<file path="src/rtl/hazard_fwd_ctrl.sv">
// Hazard and forwarding control for the 5-stage MIPS pipeline: shadows dst/Tnew
// through E/M/W and produces the forwarding mux selects plus the pipeline stall.
module hazard_fwd_ctrl #(
  parameter int unsigned TNEW_W = 2
) (
  input  logic              clk,
  input  logic              reset_n,
  input  logic              d_valid,
  input  logic [4:0]        d_rs,
  input  logic [4:0]        d_rt,
  input  logic [TNEW_W-1:0] d_tuse_rs,
  input  logic [TNEW_W-1:0] d_tuse_rt,
  input  logic [4:0]        d_dst,
  input  logic [TNEW_W-1:0] d_tnew,
  input  logic              d_is_md,
  input  logic              md_busy,
  output logic              stall,
  output logic [1:0]        fwd_d_rs_sel,
  output logic [1:0]        fwd_d_rt_sel,
  output logic [1:0]        fwd_e_rs_sel,
  output logic [1:0]        fwd_e_rt_sel,
  output logic              fwd_m_rt_sel
);

  typedef logic [4:0]        reg_t;
  typedef logic [TNEW_W-1:0] tnew_t;

  localparam tnew_t TUSE_NONE = '1;

  reg_t  dst_e, dst_m, dst_w;
  tnew_t tnew_e, tnew_m, tnew_w;
  reg_t  rs_e, rt_e, rt_m;

  logic haz_rs, haz_rt;

  function automatic tnew_t sat_dec(input tnew_t t);
    return (t == '0) ? '0 : t - tnew_t'(1);
  endfunction

  // D-stage select: the newest matching stage decides; a not-yet-ready match forwards nothing.
  function automatic logic [1:0] d_sel(input reg_t src,
                                       input reg_t de, input reg_t dm, input reg_t dw,
                                       input tnew_t te, input tnew_t tm, input tnew_t tw);
    logic [1:0] sel;
    sel = 2'b00;
    if (src != '0) begin
      if (src == de)      sel = (te == '0) ? 2'b01 : 2'b00;
      else if (src == dm) sel = (tm == '0) ? 2'b10 : 2'b00;
      else if (src == dw) sel = (tw == '0) ? 2'b11 : 2'b00;
    end
    return sel;
  endfunction

  // Operand hazard: newest producer of src will not be ready by the time it is used.
  function automatic logic reg_hazard(input reg_t src, input tnew_t tuse,
                                      input reg_t de, input reg_t dm, input reg_t dw,
                                      input tnew_t te, input tnew_t tm, input tnew_t tw);
    logic haz;
    haz = 1'b0;
    if ((src != '0) && (tuse != TUSE_NONE)) begin
      if (src == de)      haz = (te > tuse);
      else if (src == dm) haz = (tm > tuse);
      else if (src == dw) haz = (tw > tuse);
    end
    return haz;
  endfunction

  // E-stage select: an unready M match blocks the older W result.
  function automatic logic [1:0] e_sel(input reg_t src, input reg_t dm, input reg_t dw,
                                       input tnew_t tm);
    logic [1:0] sel;
    sel = 2'b00;
    if (src != '0) begin
      if (src == dm)      sel = (tm == '0) ? 2'b01 : 2'b00;
      else if (src == dw) sel = 2'b10;
    end
    return sel;
  endfunction

  always_comb begin
    haz_rs       = 1'b0;
    haz_rt       = 1'b0;
    stall        = 1'b0;
    fwd_d_rs_sel = 2'b00;
    fwd_d_rt_sel = 2'b00;
    fwd_e_rs_sel = 2'b00;
    fwd_e_rt_sel = 2'b00;
    fwd_m_rt_sel = 1'b0;

    haz_rs = d_valid && reg_hazard(d_rs, d_tuse_rs, dst_e, dst_m, dst_w, tnew_e, tnew_m, tnew_w);
    haz_rt = d_valid && reg_hazard(d_rt, d_tuse_rt, dst_e, dst_m, dst_w, tnew_e, tnew_m, tnew_w);
    // MD term is not derived from shadow state, so reset must mask it directly.
    stall  = reset_n && (haz_rs || haz_rt || (d_is_md && md_busy));

    fwd_d_rs_sel = d_sel(d_rs, dst_e, dst_m, dst_w, tnew_e, tnew_m, tnew_w);
    fwd_d_rt_sel = d_sel(d_rt, dst_e, dst_m, dst_w, tnew_e, tnew_m, tnew_w);
    fwd_e_rs_sel = e_sel(rs_e, dst_m, dst_w, tnew_m);
    fwd_e_rt_sel = e_sel(rt_e, dst_m, dst_w, tnew_m);
    fwd_m_rt_sel = (rt_m != '0) && (rt_m == dst_w);
  end

  // Shadow pipeline; a stalled or invalid D enters E as an all-zero bubble.
  always_ff @(posedge clk or negedge reset_n) begin
    if (!reset_n) begin
      dst_e  <= '0;
      tnew_e <= '0;
      rs_e   <= '0;
      rt_e   <= '0;
      dst_m  <= '0;
      tnew_m <= '0;
      rt_m   <= '0;
      dst_w  <= '0;
      tnew_w <= '0;
    end else begin
      dst_w  <= dst_m;
      tnew_w <= sat_dec(tnew_m);
      dst_m  <= dst_e;
      tnew_m <= sat_dec(tnew_e);
      rt_m   <= rt_e;
      if (d_valid && !stall) begin
        dst_e  <= d_dst;
        tnew_e <= d_tnew;
        rs_e   <= d_rs;
        rt_e   <= d_rt;
      end else begin
        dst_e  <= '0;
        tnew_e <= '0;
        rs_e   <= '0;
        rt_e   <= '0;
      end
    end
  end

endmodule
</file>
<file path="config.mk">
export PLATFORM = sky130hd
export DESIGN_NAME = hazard_fwd_ctrl
export DESIGN_NICKNAME = d
export VERILOG_FILES = /design/src/rtl/hazard_fwd_ctrl.sv
export SDC_FILE = /design/constraint.sdc
export NUM_CORES = 1
export LEC_CHECK = 0
export ABC_CLOCK_PERIOD_IN_PS = 3900
export BUFFER_PORTS_ARGS = -buffer_cell sky130_fd_sc_hd__buf_2
export CAP_MARGIN = 20
export CORE_AREA = 2 2 65 67
export CTS_BUF_LIST = sky130_fd_sc_hd__clkbuf_16
export CTS_CLUSTER_DIAMETER = 100
export DETAILED_ROUTE_END_ITERATION = 7
export DIE_AREA = 0 0 67 69
export PLACE_DENSITY_LB_ADDON = 0.05
export SYNTH_ARGS = -nofsm -noshare
export SYNTH_HDL_FRONTEND = slang
export SYNTH_SLANG_ARGS = --single-unit
</file>
<file path="constraint.sdc">
create_clock -name clk -period 3.9 [get_ports clk]
set_clock_uncertainty 0.05 [all_clocks]
set_input_delay 0 -clock clk [delete_from_list [all_inputs] [get_ports clk]]
set_output_delay 0 -clock clk [all_outputs]
set_load 0.005 [all_outputs]
</file>
==> impl_summary.log <==
[metrics] standard cell core area: 0.00391 mm^2
[metrics] R2R Setup Slk: 1.56 ns
[metrics] share of the core filled with cells: 71.9%
[metrics] clock root buffer master: sky130_fd_sc_hd__clkbuf_16
[metrics] WL/cell: 15.6 um
[metrics] slowest CP cell: sky130_fd_sc_hd__dfrtp_1
[metrics] average footprint of a synthesized cell: 9.53 um^2
[metrics] Final #Nets: 328
[metrics] critical register-to-register path startpoint: tnew_w[1]$_DFF_PN0_
[metrics] number of cell instances on the worst register-to-register path: 7
[metrics] length of routed met3 wiring: 416 um
[metrics] multi-input combinational cell area: 0.00130 mm^2
[metrics] area growth from synthesis to final layout: 23.0%
[metrics] most frequent standard cell in the layout excluding fill and tap cells: sky130_fd_sc_hd__dfrtp_1
[metrics] leakage dissipation: 1.35 nW
[metrics] die outline height: 69 um
[metrics] I/O pin count: 36
[metrics] type of the tightest min-delay check: in -> reg
[metrics] # fillers: 304
[metrics] fmax: 416 MHz
[metrics] Highest Signal Layer: met4
[metrics] global-route wire length before repair: 8970 um
[metrics] placer's final routability congestion estimate: 0.842
[metrics] Worst Setup Start Kind: register
[metrics] initial core utilization: 58.4%
[metrics] final count of hold timing violations: 0
[metrics] remaining max-slew budget at the tightest pin: 43.1%
[metrics] sum of negative setup slack: 0 ns
[metrics] worst reg2reg path endpoint: dst_e[1]$_DFF_PN0_
[metrics] Cell Count Post-Placement: 315
[metrics] router iterations before antenna repair: 4
[metrics] antenna violations before repair: 0
[metrics] WL met2: 2650 um
[metrics] maximum vdd ir drop: 0.338 mV
[metrics] sequential cell area in the final layout: 901 um^2
[metrics] Setup violations, final: 0
[metrics] arrival time of the worst setup path: 2.36 ns
[metrics] longest individual stage delay on the worst path: 0.43 ns
[metrics] top cell type by total area after synthesis: sky130_fd_sc_hd__dfrtp_1
[metrics] maximum capacitance violations: 0
[metrics] clock latency on the worst-skew pair: 0.28 ns
[metrics] highest-count cells in the layout ignoring fill and taps: sky130_fd_sc_hd__dfrtp_1 (36), sky130_fd_sc_hd__buf_2 (35)
[metrics] Gate power share: 17.4%
[metrics] routed metal-1 wire length: 2210 um
[metrics] overall die width: 67 um
[metrics] Cell Area, Synth: 0.00229 mm^2
[metrics] cell type group with the largest total delay on the critical path: compound AO/OA/AOI/OAI gates
[metrics] power density over cell area: 380 mW/mm^2
[metrics] share of total power in the clock network: 42.1%
[metrics] kind of critical path: reg -> out
[metrics] series of cell instances along the critical path: ha_1 -> nor2b_1 -> o21ai_0 -> a2111oi_2 -> a211oi_2 -> or3_1 -> o311ai_0 -> buf_2
[metrics] share of cells above drive strength 1: 19.6%
[metrics] Worst Hold Margin: 0.309 ns
[metrics] CP max FO: 4
[metrics] CP startpoint: tnew_w[1]$_DFF_PN0_
[metrics] RSZ-0062 raised after global routing: false
[metrics] WL final: 5330 um
[metrics] dominant cells by area after synthesis: sky130_fd_sc_hd__dfrtp_1 (39%), sky130_fd_sc_hd__xnor2_1 (10%), sky130_fd_sc_hd__xor2_1 (10%)
[metrics] area of the die: 0.00462 mm^2
[metrics] proportion of synthesized chip area in sequential cells: 39.4%
[metrics] Total Routing Usage GR: 26.0%
[metrics] number of DRC violations after detailed-routing iteration 0: 114
[metrics] Reg clk slew, reported paths: 0.06 ns
[metrics] category of the worst setup path capture point: output port
[metrics] Syn Nets: 278
[metrics] net load switching power: 0.280 mW
[metrics] number of remaining DRC errors: 0
[metrics] Switching Fraction: 26.2%
[metrics] proportion of netlist area held by the largest area contributor: 39.4%
[metrics] outcome: completed
[metrics] via count of the first global-routing pass: 1852
[metrics] Worst Tran Pin Value: 0.853 ns
[metrics] minimum period implied by the final worst setup slack: 2.41 ns
[metrics] CTS Sinks: 36
[metrics] vias per cell: 5.47
[metrics] number of vias after detailed routing: 1866
[metrics] count of non-filler cells in the finished layout: 341
[metrics] Max Root-Sink Buffers: 2
[metrics] Syn. warnings: 0
[metrics] Critical path destination: stall
[metrics] Cell Int Power: 0.789 mW
[metrics] clock tree from TritonCTS: built
[metrics] Critical Path RT: 3.85 ns
[metrics] Antenna Diode Count: 0
[metrics] cell count after synthesis: 240
[metrics] number of stages on the worst setup path: 8
[metrics] clock buffers created by TritonCTS: 5
[metrics] number of buffer and inverter stages on the critical path: 1
[metrics] placement row count: 23
[metrics] global route overflow: 0
[metrics] CTS H-tree depth: 2
[metrics] post-detail-place hpwl: 3750 um
[metrics] port buffer count: 35
[metrics] Seq cells post-synth: 36
[metrics] count of distinct cell types in the synthesized netlist: 38
[metrics] Slew Limit Fails: 0
[metrics] remaining number of nets flagged by the antenna check after routing: 0
[metrics] share of power burned in registers: 40.5%
[metrics] final clock period utilization by the worst path: 61.7%
[metrics] pin count of the biggest net entering global routing: 41
-- power groups by stage --
stage / sequential [mW] / clock, mW / combinational (mW)
after floorplan: 0.421 / 0 / 0.130
after global placement: 0.439 / 0 / 0.170
after detailed placement: 0.439 / 0 / 0.172
after CTS: 0.433 / 0.454 / 0.187
after global routing: 0.437 / 0.475 / 0.211
final: 0.433 / 0.450 / 0.185
-- metal layers --
| metal | up-vias | global-route usage [%] |
|---|---|---|
| met5 | - | 0 |
| met4 | 0 | 7.94 |
| met3 | 10 | 5.55 |
| met2 | 69 | 41.4 |
| met1 | 879 | 35.2 |
| li1 | 908 | - |
-- state kept, by name (all words and copies together), names as in the netlist --
name and cells:
tnew_m 2, tnew_w 2, dst_w 5, dst_m 5, rt_m 5, tnew_e 2
dst_e 5, rs_e 5, rt_e 5
-- worst min-delay path, cell delays in order --
cell and delay, ns:
sky130_fd_sc_hd__buf_2 0.09, sky130_fd_sc_hd__a221o_2 0.18, sky130_fd_sc_hd__o32ai_4 0.19, sky130_fd_sc_hd__nor2_2 0.13
-- cell families (layout without fill, tap and decap cells) --
logic type               Yosys count  after routing  synth area share [%]
adder cells (fa/ha/maj)           12             12                  6.56
AND/OR/NAND/NOR                   97             97                  21.2
AO/OA/AOI/OAI                     22             22                  7.82
XOR/XNOR                          54             54                  20.7
buffers and inverters             18             69                  3.94
multiplexers                       1              1                 0.438
flip-flops                        36             36                  39.4
-- cell type report --
| class | instances | share of cell area (%) |
|---|---|---|
| Sequential cell | 36 | 32.0 |
| Multi-Input combinational cell | 186 | 46.1 |
| Clock inverter | 3 | 1.51 |
| Clock buffer | 5 | 4.45 |
| Timing Repair Buffer | 53 | 12.6 |
| Inverter | 8 | 1.07 |
| Tap cell | 50 | 2.22 |
-- synth_stat cells (all sizes together) --
library cell  count
a2111oi           1
a211oi            1
a21oi             8
a221o             1
and2              4
and2b             1
and4              2
buf               7
clkbuf            3
dfrtp            36
ha               12
inv               8
mux2i             1
nand2            27
nand3             6
nand4             1
nor2             28
nor2b             5
nor3             10
nor4              7
o211ai            1
o21ai             5
o221a             2
o311ai            2
o32ai             1
or3               2
or4               4
xnor2            27
xor2             27
-- stage by stage --
stage | area [um^2] | power, mW | setup slack, ns
floorplan | 2290 | 0.550 | 1.91
global placement | 2460 | 0.608 | 1.59
detailed placement | 2460 | 0.611 | 1.55
CTS | 2810 | 1.07 | 1.47
global route | 2810 | 1.12 | 1.35
finish | 2810 | 1.07 | 1.49
-- what timing repair did --
| item | 4_1_cts | 5_1_grt |
|---|---|---|
| buffers inserted | 0 | 0 |
| hold buffers | 18 | 0 |
| hold endpoints to repair | 53 | 0 |
| resized for setup | 0 | 0 |
-- how the worst min path moves through the flow --
stage / slack (ns) / startpoint / endpoint / depth (start not counted)
2_1_floorplan: -0.35 / reset_n / dst_e[0]$_DFF_PN0_ / 0
3_3_place_gp: 0.11 / reset_n / tnew_w[1]$_DFF_PN0_ / 1
3_5_place_dp: 0.10 / reset_n / tnew_w[0]$_DFF_PN0_ / 1
4_1_cts: 0.31 / d_tuse_rt[1] / rt_e[0]$_DFF_PN0_ / 4
5_1_grt: 0.35 / d_tuse_rt[1] / rs_e[4]$_DFF_PN0_ / 4
6_report: 0.31 / d_tuse_rt[1] / rt_e[0]$_DFF_PN0_ / 4
Power figures use the tool's default switching activity.
